<file path="src/rtl/coin_credit_controller.sv">
// Coin credit controller: detects new coins from the coin mux, accumulates credit,
// runs the vend sequence once the price is reached, then returns any change.
module coin_credit_controller #(
  parameter logic [7:0] PRICE       = 8'd65,
  parameter logic [7:0] MAX_CREDIT  = 8'd200,
  parameter int         VEND_CYCLES = 4
) (
  input  logic       clk,
  input  logic       reset,
  input  logic [7:0] coin_cents,
  input  logic       cancel,
  output logic [7:0] credit,
  output logic       vend,
  output logic       change_valid,
  output logic [7:0] change_cents,
  output logic       coin_reject,
  output logic       busy,
  output logic [1:0] state_dbg
);

  localparam int CW = (VEND_CYCLES > 1) ? $clog2(VEND_CYCLES) : 1;
  localparam logic [CW-1:0] VEND_LOAD = CW'(VEND_CYCLES - 1);

  typedef enum logic [1:0] {
    S_IDLE    = 2'd0,
    S_COLLECT = 2'd1,
    S_VEND    = 2'd2,
    S_RETURN  = 2'd3
  } state_t;

  state_t        state, state_nxt;
  logic [7:0]    prev_cents;
  logic [CW-1:0] cnt, cnt_nxt;
  logic [7:0]    credit_nxt;
  logic          reject_nxt;
  logic [8:0]    sum;
  logic          coin_event;
  logic          take_cancel;
  logic          over_max;
  logic          at_price;

  // A coin is a rising edge out of zero; nonzero-to-nonzero changes are ignored.
  assign coin_event  = (coin_cents != 8'd0) && (prev_cents == 8'd0);
  assign sum         = {1'b0, credit} + {1'b0, coin_cents};
  assign over_max    = sum > {1'b0, MAX_CREDIT};
  assign at_price    = sum >= {1'b0, PRICE};
  assign take_cancel = (state == S_COLLECT) && cancel;

  always_ff @(posedge clk) begin
    if (reset) begin
      state       <= S_IDLE;
      prev_cents  <= 8'd0;
      cnt         <= '0;
      credit      <= 8'd0;
      coin_reject <= 1'b0;
    end else begin
      state       <= state_nxt;
      prev_cents  <= coin_cents;
      cnt         <= cnt_nxt;
      credit      <= credit_nxt;
      coin_reject <= reject_nxt;
    end
  end

  always_comb begin
    state_nxt = state;
    case (state)
      S_IDLE, S_COLLECT: begin
        if (take_cancel)
          state_nxt = S_RETURN;
        else if (coin_event && !over_max)
          state_nxt = at_price ? S_VEND : S_COLLECT;
      end
      S_VEND: begin
        if (cnt == '0)
          state_nxt = (credit != PRICE) ? S_RETURN : S_IDLE;
      end
      S_RETURN: state_nxt = S_IDLE;
      default:  state_nxt = S_IDLE;
    endcase
  end

  // Credit, vend counter and reject strobe; cancel beats a same-cycle coin.
  always_comb begin
    credit_nxt = credit;
    cnt_nxt    = cnt;
    reject_nxt = 1'b0;
    case (state)
      S_IDLE, S_COLLECT: begin
        if (take_cancel) begin
          reject_nxt = coin_event;
        end else if (coin_event) begin
          if (over_max) begin
            reject_nxt = 1'b1;
          end else begin
            credit_nxt = sum[7:0];
            if (at_price) cnt_nxt = VEND_LOAD;
          end
        end
      end
      S_VEND: begin
        reject_nxt = coin_event;
        if (cnt == '0) credit_nxt = credit - PRICE;
        else           cnt_nxt    = cnt - CW'(1);
      end
      S_RETURN: begin
        reject_nxt = coin_event;
        credit_nxt = 8'd0;
      end
      default: credit_nxt = 8'd0;
    endcase
  end

  always_comb begin
    vend         = (state == S_VEND);
    busy         = (state == S_VEND) || (state == S_RETURN);
    change_valid = (state == S_RETURN);
    change_cents = (state == S_RETURN) ? credit : 8'd0;
    state_dbg    = state;
  end

endmodule

</file>
<file path="config.mk">
export PLATFORM = sky130hd
export DESIGN_NAME = coin_credit_controller
export DESIGN_NICKNAME = d
export VERILOG_FILES = /design/src/rtl/coin_credit_controller.sv
export SDC_FILE = /design/constraint.sdc
export NUM_CORES = 1
export LEC_CHECK = 0
export BUFFER_PORTS_ARGS = -buffer_cell sky130_fd_sc_hd__buf_2
export CAP_MARGIN = 20
export CORE_UTILIZATION = 35
export DETAILED_ROUTE_END_ITERATION = 16
export SYNTH_ARGS = -nofsm -noshare
export SYNTH_HDL_FRONTEND = slang
export SYNTH_SLANG_ARGS = --single-unit
</file>
<file path="constraint.sdc">
create_clock -name clk -period 2.5 [get_ports clk]
set_input_delay 0.125 -clock clk [delete_from_list [all_inputs] [get_ports clk]]
set_output_delay 0.125 -clock clk [all_outputs]
set_load 0.05 [all_outputs]
</file>
# After elaboration in Yosys (flattened, before gate mapping)
# Index checks and enable logic that the tools add are counted.
# classes
n_reduce_logical	15
magnitude_cmp	2
eq_ne	11
addsub	3
mux	22
# op_table
cell	count
two-way mux 8 bit	5
case mux 8 bit (3 select lines)	1
two-way mux 2 bit	10
!= test 2 bit, second input constant	5
adder 8 x 8 -> 9 bit	1
greater-or-equal comparator 9 x 7 -> 1 bit, second input constant	1
greater-than comparator 9 x 8 -> 1 bit, second input constant	1
zero test 8 bit	1
!= test 8 x 7 -> 1 bit, second input constant	1
nonzero test 8 bit	1
subtractor 8 x 7 -> 8 bit, second input constant	1
case mux 2 bit (3 select lines)	1
AND reduction 6 bit	1
equality test 2 bit, second input constant	2
zero test 2 bit	2
case mux 2 bit (2 select lines)	1
AND reduction 4 bit	1
OR reduction 2 bit	2
logical AND 1 bit	3
two-way mux 1 bit	3
!= test 3 bit, second input constant	1
equality test 2 x 1 -> 1 bit, second input constant	1
!= test 2 x 1 -> 1 bit, second input constant	1
case mux 1 bit (2 select lines)	1
5 further kinds	5
# totals
out_inout_bits	22
in_bits	11
ff_bits	21

# Longest topological paths before layout
# depth
ltp_word	7
mapped_depth	11
mapped_depth_nobuf	10

# Worst setup path after synthesis
# OpenSTA, ideal clock, no wires.
# synth_path
kind	register to register
from	register credit[0]
to	register credit[0]
stages_incl_launch_ff	12
path_slack_ps	-452
t_arrival_ps	2818
setup_time_ps	133
required_time_ps	2367
path_cell_list	dfxtp_1 > ha_1 > inv_1 > fa_1 > nor2b_1 > o22ai_1 > xor2_1 > o211a_2 > o311ai_2 > buf_4 > a222oi_1 > a211oi_2
# synth_between
elab_chain_len	5
# synth_rtl
item	line	text
start: declaration	12	output logic [7:0] credit,
start signal: assignment	60	credit <= credit_nxt;
branches (longest 5 deep; another with adder 8 x 8 -> 9 bit)	n/a	
# Several ways; the timed one is not identified. The select of a mux whose other input is x is not followed.
# A chain may end at the register's enable or synchronous reset.

# Worst setup path in the final report
# layout_path
from	register credit[2]
to	register credit[5]
# Same word-level chain as after synthesis.

==> summary.txt <==
Pin count of the biggest net entering global routing: 27
Syn Area/Cell: 8.254 sq um
Diodes inserted: 0
Worst setup SP type: flip-flop
Synthesized area: 1535 sq um
Ys Warns: 0
Iter 0 DRT Violations: 114
Netlist cell types: 50
Number of global-route vias before repair: 1,348
Crit-path max cell delay: 0.35 ns
Status: finished clean
Final-report setup violation count: 0
Cts bufs inserted: 3
Hold depth: 2
PortBufs: 32
Worst-Margin Slew: 0.6082 ns
CP arrival: 2.67 ns
Antenna violations before repair: 0
Worst min-delay path class: input port to flip-flop
Peak supply drop: 361.0 uV
CP max stage cell: dfxtp_4
RePlAce Congestion: 0.8501
Clock buffer depth: 2
Slew margin rel.: 59.18%
Clock transition at path regs: 0.08 ns
Initial core utilization: 37.31%
Routed vias/inst: 5.340
Die footprint: 4655 sq um
Std cell rows: 23
Synth Flop Type: dfxtp_1
Final Hold Violating Endpoints: 0
Final ANT Viol Nets: 0
Fin util: 50.50%
Number of placed instances, taps included: 285
Worst R2R Start: credit[2]
Filler instances: 407
CORE AREA: 4115 sq um
H-tree levels: 1
Min-delay src: coin_cents[6]
Final wirelength: 4.236 mm
Via count: 1,554
Final Instance Area: 2078 sq um
TritonRoute pass-1 iters: 4
Total track usage: 19.49%
Num ports: 33
Cell Area, Placed: 1991 sq um
Crit-path cells: ha_1 -> nor2b_2 -> o2111ai_1 -> nand3_1 -> buf_4 -> a31oi_4 -> o311ai_4 -> buf_6 -> or3_1 -> nand4_1
CTS tree: done
Wirelength per Cell: 14.56 um
Min Tclk post-route: 2.475 ns
Number of remaining DRC errors: 0
Power Density: 832.5 nW/um^2
Layout cells sized above 1: 38.17%
First-pass GRT wire length: 6.651 mm
Max Freq: 404.1 MHz
Crit end category: flip-flop
Buffer type at the clock tree root: clkbuf_8
Final hold slack: 0.09933 ns
Crit path launch: credit[2]
Area delta synth->final: 35.37%
Max cap viols: 0
Reg2Reg Depth: 10
Number of synthesized flops with an enable pin: 0
Die Height: 68.23 um
Post-CTS Hold Buffers: 0
Grt total ovfl: 0
Clk sinks: 21
Clk Latency, worst-skew pair: 0.26 ns
Ranking of synthesized cells by area: dfxtp_1, ha_1, a21oi_1
Worst Setup Path Type: flip-flop to flip-flop
Leakage: 0.9423 nW
Crit path max fanout: 8
Final Non-Filler Cells: 291
Final HPWL DP: 3.274 mm
Max Slew Vio Count: 0
Area leader, netlist: dfxtp_1
Final worst-path cycle share: 98.99%
Worst EP required: 2.70 ns
Final #Nets: 265
Async SR Flop Fraction: 0%
Register area share after synthesis: 27.38%
Flops & latches, synth: 21
Clock skew: 0.008269 ns
Syn nets: 209
RSZ-0062 raised after global routing: true
Synthesized instance count: 186
Top-area cell type share of the netlist area: 27.38%
Die W: 68.23 um
==> path summary, 6_finish.rpt <==
path | endpoint | slack (ns)
min reg2reg | cnt[1] | 0.48
max reg2reg | credit[5] | 0.03
min | prev_cents[6] | 0.1
max | credit[5] | 0.03
==> state kept, by name, summed over array words and instances, names as in the netlist <==
register,flops
cnt,2
prev_cents,8
coin_reject,1
credit,8
state_dbg,2
==> critical path, delay by kind of cell (launching register included) <==
kind            cells  cell delay [ns]
fa+ha+maj           1             0.31
compound gates      3             0.60
simple gates        4             0.78
buf+inv             2             0.36
flops               1             0.35
==> where the power goes <==
group | internal [W] | total (W) | switching (W)
Combinational | 0.000448 | 0.00105 | 0.000606
Clock | 0.000114 | 0.000231 | 0.000118
Sequential | 0.000388 | 0.000444 | 0.0000561
Total | 0.000950 | 0.00173 | 0.000780
==> layout make-up <==
class | count | area, sq um | share of cell area [%]
Tap cell | 50 | 62.56 | 3.010
Clock buffer | 4 | 45.04 | 2.167
Inverter | 13 | 48.80 | 2.348
Timing Repair Buffer | 60 | 374.1 | 18.00
Multi-Input combinational cell | 143 | 1110 | 53.40
Sequential cell | 21 | 437.9 | 21.07
==> per-layer routing <==
metal	vias to the layer above	track usage (%)	part of all wire, %
met5	-	0	0
li1	804	-	-
met1	709	27.49	49
met2	35	29.90	45
met4	0	6.771	1.4
met3	6	2.667	4.4
==> Yosys cell counts (5+ instances only) <==
cell type,instances
a21oi_1,13
and3_1,8
clkbuf_1,8
dfxtp_1,21
ha_1,11
inv_1,13
nand2_1,13
nand3_1,9
nor2_1,10
nor2b_1,10
nor4_1,5
o22ai_1,5
xnor2_1,6
==> logic make-up (layout without fill, tap and decap cells) <==
| kind of cell | Yosys count | in the layout | synth area share, % |
|---|---|---|---|
| fa+ha+maj | 12 | 12 | 10.27 |
| xor+xnor | 8 | 8 | 4.564 |
| flops | 21 | 21 | 27.38 |
| compound gates | 52 | 52 | 26.98 |
| simple gates | 71 | 71 | 25.19 |
| buf+inv | 22 | 77 | 5.624 |
==> cell usage in the layout (no fill, tap or decap), drive strengths merged, types with 2 or more instances in the layout <==
cell / netlist / final
buf: 1 / 60
dfxtp: 21 / 21
nand2: 14 / 14
inv: 13 / 13
a21oi: 13 / 13
ha: 11 / 11
nor2: 10 / 10
nor2b: 10 / 10
nand3: 9 / 9
and3: 8 / 8
xnor2: 6 / 6
a211oi: 6 / 6
o22ai: 5 / 5
nor4: 5 / 5
o21ai: 4 / 4
clkbuf: 8 / 4
o31a: 3 / 3
and2: 3 / 3
o311ai: 3 / 3
a31oi: 3 / 3
xor2: 2 / 2
nor3: 2 / 2
o21a: 2 / 2
or3: 2 / 2
o31ai: 2 / 2
o32a: 2 / 2
==> per-stage QoR <==
| step | total power, W | TNS [ns] | worst slack, ns |
|---|---|---|---|
| global route | 0.001855 | -0.3579 | -0.09521 |
| finish | 0.001730 | 0 | 0.02536 |
| CTS | 0.001704 | 0 | 0.02535 |
| floorplan | 0.001153 | 0 | 0.0007283 |
| global placement | 0.001475 | -0.004249 | -0.004249 |
| detailed placement | 0.001469 | -0.04805 | -0.04805 |
==> repair_timing <==
item                       CTS  global route
setup buffers                0             2
hold endpoints to repair     0             0
pin swaps                    1             8
setup endpoints to repair    1            11
resized for setup            0             7
No activity file was read; power rests on OpenSTA's default activity.
